`config.mk`:
```
export PLATFORM = sky130hd
export DESIGN_NAME = d_ff_pipe
export DESIGN_NICKNAME = d
export VERILOG_FILES = /design/src/rtl/d_ff_pipe.sv
export SDC_FILE = /design/constraint.sdc
export NUM_CORES = 1
export LEC_CHECK = 0
export CELL_PAD_IN_SITES_DETAIL_PLACEMENT = 0
export CELL_PAD_IN_SITES_GLOBAL_PLACEMENT = 2
export CORE_UTILIZATION = 30
export CTS_BUF_LIST = sky130_fd_sc_hd__clkbuf_16
export DETAILED_ROUTE_END_ITERATION = 12
export PLACE_DENSITY_LB_ADDON = 0.08
export REMOVE_ABC_BUFFERS = 1
export SLEW_MARGIN = 20
export SYNTH_ARGS = -nofsm -noshare
export SYNTH_HDL_FRONTEND = slang
export SYNTH_SLANG_ARGS = --single-unit
```
`constraint.sdc`:
```
create_clock -name clk -period 2.3 [get_ports clk]
set_clock_uncertainty 0.2 [all_clocks]
set_input_delay 0.46 -clock clk [delete_from_list [all_inputs] [get_ports clk]]
set_output_delay 0.46 -clock clk [all_outputs]
set_load 0.02 [all_outputs]
```
`src/rtl/d_ff_pipe.sv`:
```
// Shift-register pipeline with per-stage valid bits, a combinational tap, and a registered occupancy count.
// Priority at each rising edge: reset > set > flush > enable > hold.

module d_ff_pipe_stage #(
    parameter int               WIDTH   = 3,
    parameter logic [WIDTH-1:0] RST_VAL = '0,
    parameter logic [WIDTH-1:0] SET_VAL = '1
) (
    input  logic             clk,
    input  logic             rst_n,
    input  logic             set_n,
    input  logic             flush,
    input  logic             en,
    input  logic [WIDTH-1:0] d,
    input  logic             vld,
    output logic [WIDTH-1:0] q,
    output logic             q_vld
);
    always_ff @(posedge clk) begin
        if (!rst_n) begin
            q     <= RST_VAL;
            q_vld <= 1'b0;
        end else if (!set_n) begin
            q     <= SET_VAL;
            q_vld <= 1'b0;
        end else if (flush) begin
            q_vld <= 1'b0;
        end else if (en) begin
            q     <= d;
            q_vld <= vld;
        end
    end
endmodule

module d_ff_pipe #(
    parameter int               WIDTH   = 3,
    parameter int               DEPTH   = 4,
    parameter logic [WIDTH-1:0] RST_VAL = '0,
    parameter logic [WIDTH-1:0] SET_VAL = '1,
    localparam int              TW      = $clog2(DEPTH),
    localparam int              OW      = $clog2(DEPTH + 1)
) (
    input  logic             clk,
    input  logic             rst_n,
    input  logic             set_n,
    input  logic             flush,
    input  logic             en,
    input  logic [WIDTH-1:0] d_in,
    input  logic             vld_in,
    input  logic [TW-1:0]    tap_sel,
    output logic [WIDTH-1:0] d_out,
    output logic             vld_out,
    output logic [WIDTH-1:0] tap_out,
    output logic             tap_vld,
    output logic [OW-1:0]    occ
);
    logic [DEPTH-1:0][WIDTH-1:0] data;
    logic [DEPTH-1:0]            vld;

    for (genvar i = 0; i < DEPTH; i++) begin : g_stage
        logic [WIDTH-1:0] sd;
        logic             sv;
        if (i == 0) begin : g_head
            assign sd = d_in;
            assign sv = vld_in;
        end else begin : g_body
            assign sd = data[i-1];
            assign sv = vld[i-1];
        end
        d_ff_pipe_stage #(
            .WIDTH   (WIDTH),
            .RST_VAL (RST_VAL),
            .SET_VAL (SET_VAL)
        ) u_stage (
            .clk   (clk),
            .rst_n (rst_n),
            .set_n (set_n),
            .flush (flush),
            .en    (en),
            .d     (sd),
            .vld   (sv),
            .q     (data[i]),
            .q_vld (vld[i])
        );
    end

    assign d_out   = data[DEPTH-1];
    assign vld_out = vld[DEPTH-1];

    // Out-of-range selects (non-power-of-2 DEPTH) fall through to the reset value.
    always_comb begin
        tap_out = RST_VAL;
        tap_vld = 1'b0;
        for (int i = 0; i < DEPTH; i++) begin
            if (tap_sel == TW'(i)) begin
                tap_out = data[i];
                tap_vld = vld[i];
            end
        end
    end

    // Occupancy tracks the entering and leaving valid bits, so it never needs a full popcount.
    always_ff @(posedge clk) begin
        if (!rst_n || !set_n || flush) begin
            occ <= '0;
        end else if (en) begin
            if (vld_in && !vld[DEPTH-1])
                occ <= occ + OW'(1);
            else if (!vld_in && vld[DEPTH-1])
                occ <= occ - OW'(1);
        end
    end
endmodule

```
After elaboration in Yosys (flattened, before gate mapping)
Index checks and enable logic that the tools add are counted.

Bits in registers: 19. Input bits: 11. Output and inout port bits: 11. Word-level logic and storage cells: 53.

$add $sub $neg: 2. Equality and inequality tests: 5. Muxes and demuxes: 22. Bitwise logic cells: 2. Reductions and logical operators: 13.

Operators with widths (count): 2-to-1 mux 3 bit (18); equality test 2 bit, second input constant (2); zero test 1 bit (4); 2-to-1 mux 1 bit (4); AND reduction 2 bit (2); adder 3 x 1 -> 3 bit, second input constant (1); OR reduction 3 bit (1); subtractor 3 x 1 -> 3 bit, second input constant (1); equality test 2 x 1 -> 1 bit, second input constant (1); logical AND 1 bit (2); zero test 2 bit (1); logical OR 1 bit (2); inequality test 2 x 1 -> 1 bit, second input constant (1); inequality test 2 bit, second input constant (1); NOT 1 bit (2); nonzero test 2 bit (1).

Longest topological paths before layout
Depth after elaboration: 5. Mapped depth: 7.

Modules after synthesis
From an unflattened synthesis, not the netlist that was laid out.

Cells, all modules: 83. Area, all modules: 997.2 um^2.

By module, submodules not included: d_ff_pipe_stage (instances 4, cells an instance 15, area an instance 180.2 um^2, sequential area each 80.1 um^2); d_ff_pipe (instances 1, cells an instance 23, area an instance 276.5 um^2, sequential area each 60.1 um^2).

Worst setup path before layout
OpenSTA, ideal clock, no wires.

Path type: input-to-reg. From: input vld_in. To: register occ[2]. Library setup time: 0.072 ns. Data arrival time: 1.595 ns. Required time: 2.028 ns. Path slack: 0.433 ns. Cell stages on the path: 6. Path buffers: 0. Cells stage by stage: ha_1 -> inv_1 -> fa_1 -> xor2_1 -> or3_1 -> a21oi_1.

Longest elaborated chain between the ends: 4. Elaborated cells between the ends (all ways): 6.

RTL lines: start, declared (RTL line 49) `input logic vld_in,`; zero test 1 bit (RTL line 109) `else if (!vld_in && vld[DEPTH-1])`; logical AND 1 bit (RTL line 109); nonzero test 2 bit (no line); AND reduction 2 bit (no line); end signal, assigned (RTL line 108) `occ <= occ + OW'(1);`; end signal, assigned (RTL line 110) `occ <= occ - OW'(1);`; end, declared (RTL line 55) `output logic [OW-1:0] occ`.

Parallel ways exist; a longest one is shown, timed or not. A chain may end at the register's enable or synchronous reset.

Worst setup path after layout
From: input tap_sel[1]. To: output tap_vld.

Longest elaborated chain between the ends: 5. Elaborated cells between the ends (all ways): 8.

RTL lines: start, declared (RTL line 50) `input logic [TW-1:0] tap_sel,`; zero test 2 bit (RTL line 95) `if (tap_sel == TW'(i)) begin`; 2-to-1 mux 1 bit (3 in a row) (RTL line 95); 2-to-1 mux 1 bit (*) (RTL line 95); end, declared (RTL line 54) `output logic tap_vld,`.

Mark *: on every way between the ends. The rest lies on a longest branch, timed or not.

==> flow_results.xml <==
<?xml version="1.0" encoding="UTF-8"?>
<metrics>
  <group name="status">
    <metric name="run_status" unit="">complete, no violations</metric>
  </group>
  <group name="sta">
    <metric name="final.min_clock_period" unit="ns">2.23</metric>
    <metric name="transition_at_the_pin_with_the_smallest_max_transition_slack" unit="ns">0.316</metric>
    <metric name="final_max_slew_viol_count" unit="">0</metric>
    <metric name="timing.final.hold_violations" unit="">0</metric>
    <metric name="rsz0062_at_grt" unit="">false</metric>
    <metric name="max_freq" unit="MHz">449</metric>
    <metric name="period_share" unit="%">96.9</metric>
    <metric name="max_slew_headroom_at_the_worst_pin" unit="%">78.9</metric>
    <metric name="setup_viol" unit="">0</metric>
  </group>
  <group name="min_path">
    <metric name="min_path_cells" unit="">2</metric>
    <metric name="worst_hold_path_type" unit="">register to register</metric>
  </group>
  <group name="finish">
    <metric name="design.final.nets" unit="">118</metric>
    <metric name="final_cells" unit="">135</metric>
    <metric name="diodes" unit="">0</metric>
    <metric name="drive_gt1_share" unit="%">18.3</metric>
    <metric name="flow.area_growth_from_synthesis" unit="%">38.3</metric>
    <metric name="fill_cells" unit="">279</metric>
    <metric name="final_design_area_no_fill" unit="sq um">1220</metric>
  </group>
  <group name="global_route">
    <metric name="global_route_wire_length_before_repair" unit="mm">2.97</metric>
    <metric name="maximum_number_of_pins_on_one_net_before_global_route_repair" unit="">13</metric>
    <metric name="antenna_violations_before_repair" unit="">0</metric>
    <metric name="track_usage" unit="%">12.6</metric>
    <metric name="gr-total-overflow" unit="">0</metric>
    <metric name="grt_pass1_vias" unit="">638</metric>
  </group>
  <group name="die">
    <metric name="initial_core_util" unit="%">31.8</metric>
    <metric name="die_area" unit="sq um">3170</metric>
    <metric name="fp.dieH" unit="um">56.3</metric>
    <metric name="design.core.area" unit="sq um">2780</metric>
    <metric name="dieWidth" unit="um">56.3</metric>
    <metric name="rows" unit="">19</metric>
    <metric name="num_io_pins" unit="">22</metric>
  </group>
  <group name="placed_design">
    <metric name="finalWeightedCongestion" unit="">0.694</metric>
    <metric name="io_buffers" unit="">21</metric>
    <metric name="placed_area" unit="sq um">1160</metric>
    <metric name="dp_hpwl" unit="mm">1.23</metric>
    <metric name="numPlacedInstances" unit="">131</metric>
  </group>
  <group name="power_and_ir_drop">
    <metric name="swShare" unit="%">22.2</metric>
    <metric name="leakage_power_figure" unit="nW">0.493</metric>
    <metric name="power_switching" unit="uW">187</metric>
    <metric name="vdd_ir_drop_max" unit="V">0.000359</metric>
    <metric name="cellPowerDensity" unit="nW/um^2">685</metric>
    <metric name="p_int" unit="uW">653</metric>
    <metric name="pwr-share-clk" unit="%">41.6</metric>
    <metric name="share_of_total_power_in_combinational_logic" unit="%">15.5</metric>
    <metric name="power.sequential.fraction" unit="%">42.9</metric>
  </group>
  <group name="synthesis">
    <metric name="synth-seq-cells" unit="">19</metric>
    <metric name="synth_area" unit="sq um">886</metric>
    <metric name="yosysWarnings" unit="">0</metric>
    <metric name="syn_area_per_cell" unit="sq um">11.7</metric>
    <metric name="synth_cell_types" unit="">21</metric>
    <metric name="synth.yosys.seq_area_share" unit="%">42.9</metric>
    <metric name="netlist_instances" unit="">76</metric>
  </group>
  <group name="clock_network">
    <metric name="tritoncts_num_sinks" unit="">19</metric>
    <metric name="worstSkewPairLatency" unit="ns">0.25</metric>
    <metric name="cts_tree" unit="">done</metric>
    <metric name="clk_pin_slew_worst_paths" unit="ns">0.05</metric>
    <metric name="cts.htree.levels" unit="">1</metric>
    <metric name="ctsLongestPathBuffers" unit="">2</metric>
    <metric name="clock_tree.root_cell" unit="">sky130_fd_sc_hd__clkbuf_16</metric>
    <metric name="clock_buffers_created_by_tritoncts" unit="">3</metric>
  </group>
  <group name="run">
    <metric name="drv.max_cap_violation_count" unit="">0</metric>
  </group>
  <group name="critical_path">
    <metric name="timing.critical_path.arrival" unit="ns">1.57</metric>
    <metric name="setup.worst_path.start_class" unit="">input pin</metric>
    <metric name="timing.setup.critical_path_class" unit="">input pin to primary output</metric>
    <metric name="nature_of_the_critical_path_endpoint" unit="">primary output</metric>
    <metric name="required" unit="ns">1.64</metric>
    <metric name="worstRegToRegCells" unit="">7</metric>
    <metric name="cp_max_fo" unit="">4</metric>
  </group>
  <group name="detailed_routing">
    <metric name="remaining_drc_errors" unit="">0</metric>
    <metric name="drt_pre_antenna_iters" unit="">4</metric>
    <metric name="route.antenna.remaining_nets" unit="">0</metric>
    <metric name="viasPerCell" unit="">4.79</metric>
    <metric name="wirelength" unit="mm">1.74</metric>
    <metric name="via_count" unit="">646</metric>
    <metric name="drt-wirelength-per-cell" unit="um">12.9</metric>
    <metric name="drt_iter0_markers" unit="">8</metric>
  </group>
</metrics>
==> cell type report <==
cell class | count | area (sq um) | share of cell area (%)
flip-flops and latches | 19 | 380 | 31.1
repair buffers | 28 | 251 | 20.5
clock buffers | 3 | 75.1 | 6.13
well taps | 31 | 38.8 | 3.17
inverters | 2 | 7.51 | 0.613
multi-input cells | 51 | 468 | 38.2
clock inverters | 1 | 3.75 | 0.306
==> final timing paths <==
| kind | from | to | slack, ns |
|---|---|---|---|
| max reg2reg | g_stage[3].u_stage.q_vld$_SDFFE_PP0P_ | occ[2]$_SDFFE_PP0P_ | 0.46 |
| min | occ[2]$_SDFFE_PP0P_ | occ[2]$_SDFFE_PP0P_ | 0.28 |
| max | tap_sel[1] | tap_vld | 0.07 |
| min reg2reg | occ[2]$_SDFFE_PP0P_ | occ[2]$_SDFFE_PP0P_ | 0.28 |
==> cells in the final DEF (no fill, tap or decap), drive strengths merged <==
cell and instances:
mux2i 16, dfxtp 19, mux4 4, nand2 2, ha 1, nand3b 1
dlygate4sd2 1, clkbuf 3, o21ai 1, a21oi 2, nand2b 1, nor2b 1
a21boi 12, clkdlybuf4s50 16, nor2 5, xnor2 1, and2b 1, or3 1
xor2 1, buf 11, inv 3, fa 1
==> kinds of logic (layout without fill, tap and decap cells) <==
group	count (synthesis)	after routing	synth area share [%]
buffers and inverters	6	34	4.24
adder cells (fa/ha/maj)	2	2	3.67
AND/OR/NAND/NOR	12	12	7.06
flip-flops	19	19	42.9
XOR/XNOR	2	2	1.98
AO/OA/AOI/OAI	15	15	11.9
multiplexers	20	20	28.2
==> per-stage QoR <==
| stage | hold WS [ns] | power [mW] | TNS [ns] | util (%) | worst slack, ns |
|---|---|---|---|---|---|
| 3_5_place_dp | 0.281 | 0.502 | -2.04 | 41.6 | -0.492 |
| 6_report | 0.282 | 0.839 | 0 | 44.0 | 0.0707 |
| 2_1_floorplan | 0.277 | 0.433 | 0 | - | 0.433 |
| 3_3_place_gp | 0.267 | 0.501 | -2.02 | 41.6 | -0.487 |
| 4_1_cts | 0.289 | 0.849 | 0 | 44.0 | 0.0639 |
| 5_1_grt | 0.339 | 0.879 | 0 | 44.0 | 0.0178 |
==> synth_stat cells (all sizes together) <==
master / n / area, sq um
nand3b: 1 / 7.51
and2b: 1 / 10.0
nand2: 2 / 7.51
nor2b: 1 / 6.26
ha: 1 / 12.5
fa: 1 / 20.0
xnor2: 1 / 8.76
mux4: 4 / 90.1
mux2i: 16 / 160
or3: 1 / 6.26
xor2: 1 / 8.76
nor2: 5 / 18.8
o21ai: 1 / 5.00
a21boi: 12 / 90.1
inv: 2 / 7.51
dfxtp: 19 / 380
clkbuf: 2 / 7.51
nand2b: 1 / 6.26
buf: 2 / 22.5
a21oi: 2 / 10.0
==> what timing repair did <==
action | in CTS | in global routing
gates resized for setup | 20 | 0
buffers inserted | 0 | 0
setup endpoints to repair | 4 | 0
hold buffers | 0 | 0
==> state kept, by name, indices dropped and copies added, names as in the netlist <==
| name | cells |
|---|---|
| occ | 3 |
| g_stage.u_stage.q_vld | 4 |
| g_stage.u_stage.q | 12 |
==> power groups by stage <==
stage	clock, mW	sequential [mW]	combinational [mW]
2_1_floorplan	0	0.370	0.0631
3_3_place_gp	0	0.367	0.134
3_5_place_dp	0	0.367	0.135
4_1_cts	0.357	0.360	0.132
5_1_grt	0.376	0.363	0.141
6_report	0.349	0.360	0.130
==> routing by layer <==
layer  vias to the layer above  global-route usage, %  wire length [um]
met3                         4                   4.38                97
met2                        20                   17.2               711
met1                       294                   17.5               897
met4                         0                   6.27                29
met5                         -                      0                 0
li1                        328                      -                 -
==> critical path, cell delays in order <==
cell,delay [ns]
sky130_fd_sc_hd__clkdlybuf4s50_1,0.60
sky130_fd_sc_hd__mux4_2,0.33
sky130_fd_sc_hd__buf_2,0.17
Note: power is estimated with default switching activity, not from simulation.
